**src/rtl/ps2_dir_decoder.sv**
```systemverilog
// PS/2 keyboard frame receiver that turns arrow keys and the WASD-style letter keys into one-cycle move commands.
// Latency: the pulse appears 2 clk cycles after the stop-bit edge is detected. There is no backpressure; a pulse is dropped if nobody samples it.
module ps2_dir_decoder #(
    parameter int TIMEOUT_CYC = 50000
) (
    input  logic       clk,
    input  logic       clrn,
    input  logic       ps2_clk,
    input  logic       ps2_data,
    output logic       dir_valid,
    output logic [1:0] dir,
    output logic       frame_err
);
    localparam int TW = $clog2(TIMEOUT_CYC + 1);

    typedef enum logic {S_IDLE, S_RECV} state_t;

    state_t          r_state;
    logic            r_clk_meta, r_clk_sync, r_clk_prev;
    logic            r_dat_meta, r_dat_sync;
    logic [3:0]      r_bitcnt;
    logic [7:0]      r_shift;
    logic            r_par;
    logic [TW-1:0]   r_tmo;
    logic            r_byte_vld, r_err_pend;
    logic            r_e0, r_f0, r_held_vld;
    logic [1:0]      r_held_dir;

    logic            w_fall;
    logic            w_map_vld;
    logic [1:0]      w_map_dir;

    assign w_fall = r_clk_prev & ~r_clk_sync;

    // Frame receiver; r_shift doubles as the received byte for the decode stage
    always_ff @(posedge clk) begin
        if (!clrn) begin
            r_clk_meta <= 1'b1;
            r_clk_sync <= 1'b1;
            r_clk_prev <= 1'b1;
            r_dat_meta <= 1'b1;
            r_dat_sync <= 1'b1;
            r_state    <= S_IDLE;
            r_bitcnt   <= '0;
            r_shift    <= '0;
            r_par      <= 1'b0;
            r_tmo      <= '0;
            r_byte_vld <= 1'b0;
            r_err_pend <= 1'b0;
        end else begin
            r_clk_meta <= ps2_clk;
            r_clk_sync <= r_clk_meta;
            r_clk_prev <= r_clk_sync;
            r_dat_meta <= ps2_data;
            r_dat_sync <= r_dat_meta;
            r_byte_vld <= 1'b0;
            r_err_pend <= 1'b0;
            case (r_state)
                S_IDLE: begin
                    r_tmo <= '0;
                    if (w_fall && !r_dat_sync) begin
                        r_state  <= S_RECV;
                        r_bitcnt <= 4'd1;
                    end
                end
                S_RECV: begin
                    if (w_fall) begin
                        r_tmo <= '0;
                        if (r_bitcnt <= 4'd8) begin
                            r_shift  <= {r_dat_sync, r_shift[7:1]};
                            r_bitcnt <= r_bitcnt + 4'd1;
                        end else if (r_bitcnt == 4'd9) begin
                            r_par    <= r_dat_sync;
                            r_bitcnt <= 4'd10;
                        end else begin
                            r_state  <= S_IDLE;
                            r_bitcnt <= '0;
                            if ((^{r_shift, r_par}) && r_dat_sync)
                                r_byte_vld <= 1'b1;
                            else
                                r_err_pend <= 1'b1;
                        end
                    end else if (r_tmo == TW'(TIMEOUT_CYC - 1)) begin
                        r_state    <= S_IDLE;
                        r_bitcnt   <= '0;
                        r_shift    <= '0;
                        r_tmo      <= '0;
                        r_err_pend <= 1'b1;
                    end else begin
                        r_tmo <= r_tmo + 1'b1;
                    end
                end
                default: r_state <= S_IDLE;
            endcase
        end
    end

    // Arrow codes need the E0 prefix; letter codes must arrive without it
    always_comb begin
        w_map_vld = 1'b0;
        w_map_dir = 2'b00;
        if (r_e0) begin
            case (r_shift)
                8'h75: begin w_map_vld = 1'b1; w_map_dir = 2'b00; end
                8'h72: begin w_map_vld = 1'b1; w_map_dir = 2'b01; end
                8'h6B: begin w_map_vld = 1'b1; w_map_dir = 2'b10; end
                8'h74: begin w_map_vld = 1'b1; w_map_dir = 2'b11; end
                default: ;
            endcase
        end else begin
            case (r_shift)
                8'h1D: begin w_map_vld = 1'b1; w_map_dir = 2'b00; end
                8'h1B: begin w_map_vld = 1'b1; w_map_dir = 2'b01; end
                8'h1C: begin w_map_vld = 1'b1; w_map_dir = 2'b10; end
                8'h23: begin w_map_vld = 1'b1; w_map_dir = 2'b11; end
                default: ;
            endcase
        end
    end

    always_ff @(posedge clk) begin
        if (!clrn) begin
            dir_valid  <= 1'b0;
            dir        <= 2'b00;
            frame_err  <= 1'b0;
            r_e0       <= 1'b0;
            r_f0       <= 1'b0;
            r_held_vld <= 1'b0;
            r_held_dir <= 2'b00;
        end else begin
            dir_valid <= 1'b0;
            frame_err <= 1'b0;
            if (r_err_pend) begin
                frame_err <= 1'b1;
                r_e0      <= 1'b0;
                r_f0      <= 1'b0;
            end else if (r_byte_vld) begin
                if (r_shift == 8'hE0) begin
                    r_e0 <= 1'b1;
                end else if (r_shift == 8'hF0) begin
                    r_f0 <= 1'b1;
                end else begin
                    r_e0 <= 1'b0;
                    r_f0 <= 1'b0;
                    if (w_map_vld) begin
                        if (r_f0) begin
                            if (r_held_dir == w_map_dir)
                                r_held_vld <= 1'b0;
                        end else if (!r_held_vld || r_held_dir != w_map_dir) begin
                            dir        <= w_map_dir;
                            dir_valid  <= 1'b1;
                            r_held_dir <= w_map_dir;
                            r_held_vld <= 1'b1;
                        end
                    end
                end
            end
        end
    end
endmodule

```
**config.mk**
```make
export PLATFORM = sky130hd
export DESIGN_NAME = ps2_dir_decoder
export DESIGN_NICKNAME = d
export VERILOG_FILES = /design/src/rtl/ps2_dir_decoder.sv
export SDC_FILE = /design/constraint.sdc
export NUM_CORES = 1
export LEC_CHECK = 0
export ABC_AREA = 1
export BUFFER_PORTS_ARGS = -buffer_cell sky130_fd_sc_hd__buf_2
export CORE_AREA = 2 2 74 76
export CTS_CLUSTER_SIZE = 30
export DETAILED_ROUTE_END_ITERATION = 10
export DIE_AREA = 0 0 76 78
export SLEW_MARGIN = 20
export SYNTH_ARGS = -nofsm -noshare
export SYNTH_HDL_FRONTEND = slang
export SYNTH_SLANG_ARGS = --single-unit
```
**constraint.sdc**
```tcl
create_clock -name clk -period 1.49 [get_ports clk]
set_input_delay 0.0745 -clock clk [delete_from_list [all_inputs] [get_ports clk]]
set_output_delay 0.0745 -clock clk [all_outputs]
set_load 0.005 [all_outputs]
```
## Word level (Yosys, flattened, before mapping)

Index checks and enable logic that the tools add are counted.

- $add $sub $neg: 2
- Magnitude comparators: 1
- Eq/ne operators: 19
- Multiplexer cells: 38
- Bitwise gates (word level): 12
- Reduce and logical (&&, ||, !) cells: 21

Operators by type and width:

| kind | number |
|---|---|
| 8-bit by 7-bit equality test with 1-bit output (second input constant) | 4 |
| 16-bit 2-to-1 mux | 2 |
| 16-bit case mux with 2 select lines | 1 |
| 8-bit by 5-bit equality test with 1-bit output (second input constant) | 3 |
| 8-bit 2-to-1 mux | 3 |
| 1-bit 2-to-1 mux | 22 |
| 4-bit 2-to-1 mux | 5 |
| 16-bit by 1-bit adder with 16-bit output (second input constant) | 1 |
| 16-bit equality test (second input constant) | 1 |
| 8-bit equality test (second input constant) | 2 |
| 7-bit AND reduction | 2 |
| 2-bit case mux with 3 select lines | 2 |
| 1-bit NOT | 11 |
| 9-bit XOR reduction | 1 |
| 8-bit by 6-bit equality test with 1-bit output (second input constant) | 1 |
| 4-bit case mux with 2 select lines | 1 |
| 2-bit AND reduction | 4 |
| 4-bit OR reduction | 2 |
| 7-bit OR reduction | 1 |
| 5-bit OR reduction | 1 |
| 4-bit by 1-bit adder with 4-bit output (second input constant) | 1 |
| 4-bit equality test (second input constant) | 1 |
| 4-bit <= comparator (second input constant) | 1 |
| 2-bit by 1-bit inequality test with 1-bit output (second input constant) | 2 |
| other kinds (14) | 18 |

- Register bits: 44
- Input port bits: 4
- Output and inout port bits: 4
- Word-level logic and storage cells: 111

## Depth between registers and ports, before layout

Gate-level depths: netlist (run 1).

- Depth after elaboration: 7
- Gate-level depth with buffers: 15
- Depth with buffers taken out: 14

## Worst setup path before layout (run 1)

Ideal clock, no wire load.

- Kind: reg2reg
- From: reg r_tmo[0]
- To: reg r_shift[5]
- Library setup time: 132 ps
- Data arrival time: 1,436 ps
- Required time: 1,358 ps
- Slack: -78 ps
- Cell stages (with the launch flop): 11
- Path buffers: 0
- Period minus slack after synthesis: 1,568 ps
- Cell sequence: dfxtp_1 > ha_1 > nand2_2 > nor2_2 > nand4_2 > o21ai_2 > nand2_2 > a21oi_4 > inv_2 > nand2_1 > a21oi_1

- Cells in the longest elaborated chain, start to end: 3

Ends and longest elaborated chain:

| item | RTL line | text |
|---|---|---|
| from (decl) | 24 | `logic [TW-1:0] r_tmo;` |
| from (signal assigned) | 90 | `r_tmo <= r_tmo + 1'b1;` |
| 16-bit equality test | 83 | `end else if (r_tmo == TW'(TIMEOUT_CYC - 1)) begin` |
| 2-bit nonzero test (no line) | n/a |  |
| 3-bit AND reduction (no line) | n/a |  |
| to (signal assigned) | 70 | `r_shift <= {r_dat_sync, r_shift[7:1]};` |
| to (decl) | 22 | `logic [7:0] r_shift;` |

Every way passes these cells.
A chain may end at the register's enable or synchronous reset.

## Final worst setup path (run 1)

- From: reg r_tmo[0]
- To: reg r_shift[0]

Same word-level chain as after synthesis.

==> run summary, run 1 <==
Area of the placeable core - 0.005042 mm²
Run status - finished with violations
Diode count - 0
Seq cells post-synth - 44
Final min period - 1.551 ns
Total Neg Setup Slack - -0.4808 ns
Core occupancy in the finished layout - 0.6261
Pre-CTS setup slack - -0.1196 ns
Cell Rows - 26
Top layer reached by signal wires - met4
Multi-input gate area in the final layout - 0.001456 mm²
Type of the most critical hold path - in -> reg
Reported max-cap violation count - 0
Worst slew slack as a fraction of its limit - 0.7021
Initial DRC Count - 111
Critical-path cell list - ha_4, nand2_4, nor2_4, nand4_2, o21ai_2, nand2_2, a21oi_4, nand3_1, a21oi_1
Violations in the final reports - setup timing
Pin count of the biggest net entering global routing - 15
Maximum fanout along the worst path - 5
Cell type of the slowest stage on the worst timing path - sky130_fd_sc_hd__dfxtp_2
Initial core utilization - 0.4467
Number of nets in the layout - 380
Via density per instance - 4.765
Routed length on met3 - 106 µm
Placer's final routability congestion estimate - 0.7897
Final worst setup slack - -0.06084 ns
Total setup violations reported at the end of the flow - 12
Startpoint of the worst register-to-register path - r_tmo[0]
Reg-to-reg endpoint - r_shift[0]
H-tree levels - 2
Crit-path max cell delay - 0.36 ns
Worst slew pin tran - 0.4422 ns
Critical path type - reg -> reg
P&R area growth vs syn - 40.17%
Post-Synthesis Cells - 316
Vias - 2111
Final WL - 4943 µm
Wire length of the first global-routing pass - 8052 µm
Origin of the worst min-delay path - clrn
Antenna violations before repair - 0
Met1 WL - 2236 µm
Data required time of the critical path - 1.72 ns
NetSw - 0.4540 mW
Final Hold Violating Endpoints - 0
Clock insertion delay at the later pin of the skew report - 0.30 ns
Clk Tree Root Cell - sky130_fd_sc_hd__clkbuf_8
Sequential area share after synthesis - 0.3911
Cell internal power dissipation - 1.575 mW
Wire length on met2 - 2525 µm
Path depth of the worst reg2reg path - 9
# DRC - 0
Clk network pwr share - 0.391
Total count of max-transition violations in the final report - 0
Mapped Area - 0.002252 mm²
Net count after synthesis - 324
CTS clk-pin slew, worst paths - 0.09 ns
Highest Clock Rate - 0.6448 GHz
Die Wd - 76 µm
Max Buffers Root-to-Sink - 2
Worst hold slack across all endpoints - 0.1001 ns
Routed len/inst - 11.16 µm
First drt pass iteration count - 6
Number of buffers added on ports - 7
Count of placed standard cells including taps - 427
Critical path endpoint category - register
Design area - 0.003157 mm²
Sum of net half-perimeters after detailed placement - 3444 µm
Worst setup slack for register-to-register paths - -0.06 ns
Setup repair after global routing missed its margin - yes
Share of cells above drive strength 1 - 0.4558
Area after DPL - 0.002663 mm²
Final Instance Count excl. Fillers - 443
Launching element type of the critical path - register
Post-synthesis cell type count - 36
Average footprint of a synthesized cell - 7.127 µm²
Static leakage - 1.254 nW
Area of the die - 0.005928 mm²
Leading cell types in the layout, fill and taps excluded - sky130_fd_sc_hd__nand2_1, sky130_fd_sc_hd__buf_4, sky130_fd_sc_hd__inv_1
Switching part of the total - 0.2237
Number of global-route vias before repair - 1950
Final worst path period share - 1.041
Worst endpoint data arrival time - 1.78 ns
Number of cells on the worst hold path - 3
Power density over the cells - 642.7 mW/mm²
Global Route Usage Sum - 0.1655
Filler Cells Inserted - 447
Count of pins on the block boundary - 8
VDD IR max - 553.5 µV
Number of antenna-violating nets in the routed design - 0
Fraction of power consumed by sequential logic - 0.580
Comb pwr share - 0.029
Die outline height - 78 µm
Sequential cell area - 903.4 µm²
Clock tree from TritonCTS - done
Hold Crit Endpoint - frame_err
Overall Power - 2.029 mW
Number of buffers added by the clock tree synthesis step - 5
Clock Skews - 0.005358 ns
Residual overflow from global routing - 0
Most common library cell in the layout ignoring fill and taps - sky130_fd_sc_hd__nand2_1
Number of sinks handled by clock tree synthesis - 44
Ys Warns - 0
==> cell families (layout without fill, tap and decap cells) <==
family	Yosys count	count (layout)	share of synthesized area
AND/OR/NAND/NOR	165	165	0.3405
buffers and inverters	52	108	0.09278
flip-flops	44	44	0.3911
AO/OA/AOI/OAI	38	39	0.1028
XOR/XNOR	13	13	0.05056
adder cells (fa/ha/maj)	4	4	0.02222
==> cell usage after synthesis, drive strengths merged <==
cell type / n / area share
xor2: 10 / 0.039
clkinv: 1 / 0.0017
o21a: 2 / 0.0067
a21oi: 24 / 0.063
nand3: 27 / 0.062
buf: 4 / 0.013
or2: 5 / 0.014
dfxtp: 44 / 0.39
nor3: 4 / 0.011
nor4: 1 / 0.0028
ha: 4 / 0.022
nor3b: 2 / 0.0067
xnor2: 3 / 0.012
nand4: 8 / 0.025
nand2: 69 / 0.13
nor2: 48 / 0.091
and3: 1 / 0.0028
clkbuf: 1 / 0.0017
inv: 46 / 0.077
o221ai: 1 / 0.0039
o211ai: 1 / 0.0033
o21ai: 8 / 0.019
a211oi: 1 / 0.0033
a31oi: 1 / 0.0028
==> per-layer routing <==
metal,up-vias,global-route usage
met1,959,0.1981
met3,7,0.03140
li1,1117,-
met2,28,0.2964
met4,0,0.06000
met5,-,0
==> registers in the layout, indices dropped and copies added, names as in the netlist <==
name / flops
r_dat_sync: 1
r_bitcnt: 4
frame_err: 1
r_err_pend: 1
r_held_dir: 2
r_state: 1
r_clk_prev: 1
dir_valid: 1
r_par: 1
r_dat_meta: 1
r_f0: 1
r_e0: 1
r_clk_sync: 1
r_held_vld: 1
r_clk_meta: 1
r_shift: 8
r_tmo: 16
r_byte_vld: 1
==> final cells by class <==
type                            instances  share of cell area
Multi-Input combinational cell        221              0.4614
Sequential cell                        44              0.2862
Timing Repair Buffer                   53              0.1340
Inverter                               47             0.05985
Tap cell                               70             0.02774
Clock buffer                            6             0.02616
Clock inverter                          2            0.004756
==> critical path, delay by kind of cell (launching register included) <==
family                   cells  cell delay [ns]
AO/OA/AOI/OAI                3             0.55
adder cells (fa/ha/maj)      1             0.15
flip-flops                   1             0.36
AND/OR/NAND/NOR              5             0.43
==> power by group through the flow <==
stage                     Clock [mW]  Sequential (mW)  Combinational [mW]
after global placement             0             1.21              0.0454
after floorplan                    0             1.21              0.0265
after detailed placement           0             1.21              0.0459
after CTS                      0.822             1.18              0.0535
final                          0.793             1.18              0.0580
after global routing           0.873             1.18              0.0643
==> worst max-delay path by stage <==
stage               depth (start not counted)          to     start  slack, ns
floorplan                                  10  r_shift[3]  r_tmo[1]      -0.02
global placement                           10  r_shift[1]  r_tmo[1]      -0.07
detailed placement                         10  r_shift[6]  r_tmo[1]      -0.12
CTS                                        10  r_shift[6]  r_tmo[0]      -0.09
global route                               10  r_shift[6]  r_tmo[0]      -0.20
finish                                      9  r_shift[0]  r_tmo[0]      -0.06
==> timing repair <==
action	4_1_cts	5_1_grt
endpoints found under the setup margin	27	36
pin swaps	14	28
gates cloned	1	1
hold buffers	2	0
endpoints found under the hold margin	2	0
setup buffers	2	3
gates resized for setup	10	96
(Power assumes the default switching activity.)
==> run 2, diff against run 1 <==
--- a/config.mk
+++ b/config.mk
@@ -8,8 +8,9 @@
 export ABC_AREA = 1
 export BUFFER_PORTS_ARGS = -buffer_cell sky130_fd_sc_hd__buf_2
-export CORE_AREA = 2 2 74 76
+export CORE_AREA = 2 2 71 73
 export CTS_CLUSTER_SIZE = 30
 export DETAILED_ROUTE_END_ITERATION = 10
-export DIE_AREA = 0 0 76 78
+export DIE_AREA = 0 0 73 75
+export PLACE_DENSITY = 0.67
 export SLEW_MARGIN = 20
 export SYNTH_ARGS = -nofsm -noshare
==> constraint.sdc (replaced) <==
create_clock -name clk -period 1.49 [get_ports clk]
set_input_delay 0.149 -clock clk [delete_from_list [all_inputs] [get_ports clk]]
set_output_delay 0.149 -clock clk [all_outputs]
set_load 0.005 [all_outputs]
==> run summary, run 2 (synthesis results as in run 1) <==
Area of the placeable core - 0.004661 mm²
Worst slew pin tran - 0.2727 ns
Number of buffers added by the clock tree synthesis step - 5
Area of the die - 0.005475 mm²
Multi-input gate area in the final layout - 0.001368 mm²
Fraction of power consumed by sequential logic - 0.541
Cell internal power dissipation - 1.698 mW
Max Buffers Root-to-Sink - 2
Violations in the final reports - setup timing
Clk Tree Root Cell - sky130_fd_sc_hd__clkbuf_8
Initial DRC Count - 73
Clock Skews - 0.008857 ns
Filler Cells Inserted - 426
Residual overflow from global routing - 0
H-tree levels - 2
Final min period - 1.581 ns
Final Hold Violating Endpoints - 0
CTS clk-pin slew, worst paths - 0.09 ns
Clock tree from TritonCTS - done
Number of nets in the layout - 384
Via density per instance - 4.984
Die outline height - 75 µm
First drt pass iteration count - 4
Global Route Usage Sum - 0.1974
Critical path type - reg -> reg
Highest Clock Rate - 0.6327 GHz
Power density over the cells - 712.1 mW/mm²
Area after DPL - 0.002698 mm²
Final WL - 5054 µm
Comb pwr share - 0.023
Pre-CTS setup slack - -0.08996 ns
Vias - 2148
Pin count of the biggest net entering global routing - 16
Final worst setup slack - -0.09054 ns
Number of buffers added on ports - 7
Largest reg by FF count - r_tmo
Final worst path period share - 1.061
Worst hold slack across all endpoints - 0.02930 ns
Count of pins on the block boundary - 8
Wire length of the first global-routing pass - 8390 µm
VDD IR max - 519.2 µV
Origin of the worst min-delay path - ps2_data
Antenna violations before repair - 0
Critical path endpoint category - register
# DRC - 0
Die Wd - 73 µm
Sum of net half-perimeters after detailed placement - 3596 µm
Static leakage - 1.269 nW
Number of antenna-violating nets in the routed design - 0
Path depth of the worst reg2reg path - 10
Routed len/inst - 11.73 µm
Number of sinks handled by clock tree synthesis - 44
Run status - finished with violations
P&R area growth vs syn - 35.56%
Total count of max-transition violations in the final report - 0
Launching element type of the critical path - register
Number of hold buffers added after cts - 0
Initial core utilization - 0.4832
Crit. Startpoint - r_tmo[0]
Clock insertion delay at the later pin of the skew report - 0.31 ns
Worst endpoint data arrival time - 1.78 ns
Diode count - 0
Number of global-route vias before repair - 1993
Startpoint of the worst register-to-register path - r_tmo[0]
NetSw - 0.4758 mW
Worst slew slack as a fraction of its limit - 0.8170
Type of the most critical hold path - in -> reg
Design area - 0.003053 mm²
Number of cells on the worst hold path - 2
Sequential cell area - 905.9 µm²
Total setup violations reported at the end of the flow - 10
Switching part of the total - 0.2188
Cell Rows - 25
Share of cells above drive strength 1 - 0.3979
Reported max-cap violation count - 0
Top Registers - r_tmo (16), r_shift (8), r_bitcnt (4)
Maximum fanout along the worst path - 8
Leading cell types in the layout, fill and taps excluded - sky130_fd_sc_hd__nand2_1, sky130_fd_sc_hd__buf_4, sky130_fd_sc_hd__inv_1
Data required time of the critical path - 1.69 ns
Clk network pwr share - 0.436
Setup repair after global routing missed its margin - yes
Placer's final routability congestion estimate - 0.8567
Number of flip-flops in the largest register - 16
Most common library cell in the layout ignoring fill and taps - sky130_fd_sc_hd__nand2_1
-- run 2: power by group through the flow --
| stage | Clock, mW | Sequential, mW | Combinational [mW] |
|---|---|---|---|
| global route | 1.02 | 1.18 | 0.0561 |
| floorplan | 0 | 1.21 | 0.0265 |
| CTS | 0.976 | 1.18 | 0.0488 |
| detailed placement | 0 | 1.21 | 0.0460 |
| finish | 0.947 | 1.18 | 0.0506 |
| global placement | 0 | 1.21 | 0.0454 |
-- run 2: metrics by stage --
step / TNS (ns) / util / total power [mW] / std cells
global placement: -0.6568 / 0.5788 / 1.256 / 420
detailed placement: -1.415 / 0.5788 / 1.257 / 420
finish: -0.5879 / 0.6550 / 2.174 / 431
global route: -2.375 / 0.6550 / 2.258 / 431
floorplan: -0.1034 / - / 1.237 / 316
CTS: -0.5638 / 0.6161 / 2.208 / 429
-- run 2: cell type report --
cell class,count,area share
well taps,54,0.02213
multi-input cells,221,0.4480
flip-flops and latches,44,0.2967
repair buffers,57,0.1369
clock buffers,5,0.02254
clock inverters,3,0.01516
inverters,47,0.05861
-- run 2: worst max-delay path, cell delays in order, from the launching register on --
cell and delay, ns:
sky130_fd_sc_hd__dfxtp_2 0.36, sky130_fd_sc_hd__ha_4 0.15, sky130_fd_sc_hd__nand2_4 0.06, sky130_fd_sc_hd__nor2_4 0.08, sky130_fd_sc_hd__nand4_2 0.08, sky130_fd_sc_hd__o21ai_2 0.15
sky130_fd_sc_hd__nand2_2 0.12, sky130_fd_sc_hd__a21oi_4 0.25, sky130_fd_sc_hd__inv_4 0.09, sky130_fd_sc_hd__nand2_1 0.09, sky130_fd_sc_hd__a21oi_1 0.06
-- run 2: what timing repair did --
item                                    4_1_cts  5_1_grt
endpoints found under the setup margin       30       36
gates cloned                                  1        0
buffers inserted                              0        2
endpoints found under the hold margin         0        0
resized for setup                            16       57
pin swaps                                    13       19
-- run 2: path summary, 6_finish.rpt --
kind                endpoint  slack, ns
setup / recovery  r_shift[6]      -0.09
hold / removal    r_dat_meta       0.03
setup reg to reg  r_shift[6]      -0.09
hold reg to reg   r_dat_sync       0.42
-- run 2: per-layer routing --
metal | global-route usage | vias to the layer above | share of wire | routed length, µm
li1 | - | 1122 | - | -
met1 | 0.2413 | 988 | 0.47 | 2357
met2 | 0.3463 | 31 | 0.49 | 2487
met3 | 0.04016 | 7 | 0.029 | 148
met4 | 0.06790 | 0 | 0.012 | 61
met5 | 0 | - | 0 | 0
==> run 3, diff against run 2 <==
--- a/config.mk
+++ b/config.mk
@@ -17,2 +17,3 @@
 export SYNTH_HDL_FRONTEND = slang
 export SYNTH_SLANG_ARGS = --single-unit
+export TNS_END_PERCENT = 10
==> constraint.sdc (replaced) <==
create_clock -name clk -period 1.49 [get_ports clk]
set_input_delay 0 -clock clk [delete_from_list [all_inputs] [get_ports clk]]
set_output_delay 0 -clock clk [all_outputs]
set_load 0.005 [all_outputs]
==> run summary, run 3 (synthesis results as in run 1) <==
Sequential cell area - 907.1 µm²
Worst endpoint data arrival time - 1.78 ns
Residual overflow from global routing - 0
Data required time of the critical path - 1.71 ns
Hold Crit Endpoint - r_held_dir[1]
Die outline height - 75 µm
Launching element type of the critical path - register
Diode count - 0
Number of sinks handled by clock tree synthesis - 44
Top Registers - r_tmo (16), r_shift (8), r_bitcnt (4)
Number of cells on the worst hold path - 3
Static leakage - 1.263 nW
Area of the die - 0.005475 mm²
Final min period - 1.556 ns
Total count of max-transition violations in the final report - 0
Number of flip-flops in the largest register - 16
P&R area growth vs syn - 36.89%
Vias - 2118
Clock Skews - 0.004840 ns
Clock tree from TritonCTS - done
Violations in the final reports - setup timing
Most common library cell in the layout ignoring fill and taps - sky130_fd_sc_hd__nand2_1
Type of the most critical hold path - in -> reg
Initial DRC Count - 85
Placer's final routability congestion estimate - 0.8488
Number of buffers added by the clock tree synthesis step - 5
Maximum fanout along the worst path - 5
Clk Tree Root Cell - sky130_fd_sc_hd__clkbuf_8
Setup repair after global routing missed its margin - yes
VDD IR max - 503.6 µV
Number of nets in the layout - 388
Share of cells above drive strength 1 - 0.3937
Multi-input gate area in the final layout - 0.001368 mm²
First drt pass iteration count - 4
CTS clk-pin slew, worst paths - 0.08 ns
Pin count of the biggest net entering global routing - 17
Reg-to-reg endpoint - r_shift[3]
Worst slew pin tran - 0.5432 ns
Final worst path period share - 1.044
Via density per instance - 4.869
Number of buffers added on ports - 7
Cell Rows - 25
Path depth of the worst reg2reg path - 10
Clock insertion delay at the later pin of the skew report - 0.29 ns
Global Route Usage Sum - 0.1800
Total Neg Setup Slack - -0.4396 ns
Antenna violations before repair - 0
Run status - finished with violations
Core occupancy in the finished layout - 0.6615
Final worst setup slack - -0.06606 ns
Number of antenna-violating nets in the routed design - 0
Startpoint of the worst register-to-register path - r_tmo[0]
Number of global-route vias before repair - 1864
Critical path endpoint category - register
Count of placed standard cells including taps - 417
Initial core utilization - 0.4832
Final Hold Violating Endpoints - 0
H-tree levels - 2
Worst setup slack for register-to-register paths - -0.07 ns
Highest Clock Rate - 0.6426 GHz
Pre-CTS setup slack - -0.1503 ns
# DRC - 0
Final Instance Count excl. Fillers - 435
Filler Cells Inserted - 412
Die Wd - 73 µm
Worst hold slack across all endpoints - 0.04786 ns
Routed len/inst - 10.75 µm
Worst slew slack as a fraction of its limit - 0.6375
Max Buffers Root-to-Sink - 2
Leading cell types in the layout, fill and taps excluded - sky130_fd_sc_hd__nand2_1, sky130_fd_sc_hd__buf_4, sky130_fd_sc_hd__inv_1
Final WL - 4675 µm
Origin of the worst min-delay path - clrn
Critical path type - reg -> reg
Count of pins on the block boundary - 8
Reported max-cap violation count - 0
Area of the placeable core - 0.004661 mm²
Wire length of the first global-routing pass - 7797 µm
Power density over the cells - 651.3 mW/mm²
Sum of net half-perimeters after detailed placement - 3333 µm
Total setup violations reported at the end of the flow - 13
Largest reg by FF count - r_tmo
run 3: changes by cell type in the layout (fill, tap and decap cells not counted), sizes merged:
cell	before	now
buf	57	59
inv	47	46
bufinv	1	0
a21oi	25	24
clkbuf	5	7
dlygate4sd3	0	3
run 3: layout make-up:
cell class	count	share of cell area
Multi-Input combinational cell	220	0.4436
Timing Repair Buffer	62	0.1526
Clock buffer	7	0.02800
Inverter	47	0.05722
Sequential cell	44	0.2942
Clock inverter	1	0.002435
Tap cell	54	0.02192
run 3: layer usage:
metal / global-route usage / routed length [µm] / vias up
met5: 0 / 0 / -
met2: 0.3013 / 2251 / 20
met4: 0.04321 / 19 / 0
met1: 0.2322 / 2318 / 968
met3: 0.04819 / 86 / 2
li1: - / - / 1128
run 3: timing repair:
| item | 4_1_cts | 5_1_grt |
|---|---|---|
| endpoints found under the hold margin | 3 | 0 |
| setup buffers | 2 | 5 |
| hold buffers | 3 | 0 |
| resized for setup | 12 | 60 |
| endpoints found under the setup margin | 27 | 34 |
| pin swaps | 6 | 26 |
run 3: critical path, cell delays in order (launching register included):
cell and delay [ns]:
sky130_fd_sc_hd__dfxtp_2 0.36, sky130_fd_sc_hd__ha_4 0.15, sky130_fd_sc_hd__nand2_4 0.05, sky130_fd_sc_hd__nor2_4 0.08, sky130_fd_sc_hd__nand4_2 0.08, sky130_fd_sc_hd__o21ai_2 0.15
sky130_fd_sc_hd__nand2_2 0.09, sky130_fd_sc_hd__a21oi_4 0.17, sky130_fd_sc_hd__buf_6 0.14, sky130_fd_sc_hd__nand3_1 0.09, sky130_fd_sc_hd__a21oi_2 0.12
run 3: how the worst max path moves through the flow:
stage / cells after the start / start / endpoint
final: 10 / r_tmo[0] / r_shift[3]
after global routing: 10 / r_tmo[0] / r_shift[0]
after CTS: 10 / r_tmo[1] / r_shift[3]
after detailed placement: 10 / r_tmo[1] / r_shift[3]
after global placement: 10 / r_tmo[1] / r_shift[0]
after floorplan: 10 / r_tmo[1] / r_shift[3]
run 3: through the flow:
step | power (mW) | area (µm²)
after detailed placement | 1.253 | 2675
after global routing | 2.092 | 3083
after global placement | 1.252 | 2675
after CTS | 2.038 | 2841
final | 2.008 | 3083
after floorplan | 1.237 | 2267
run 3: where the power goes:
| group | internal (mW) | switching [mW] |
|---|---|---|
| logic | 0.0211 | 0.0302 |
| clock network | 0.377 | 0.402 |
| registers | 1.18 | 0.00231 |
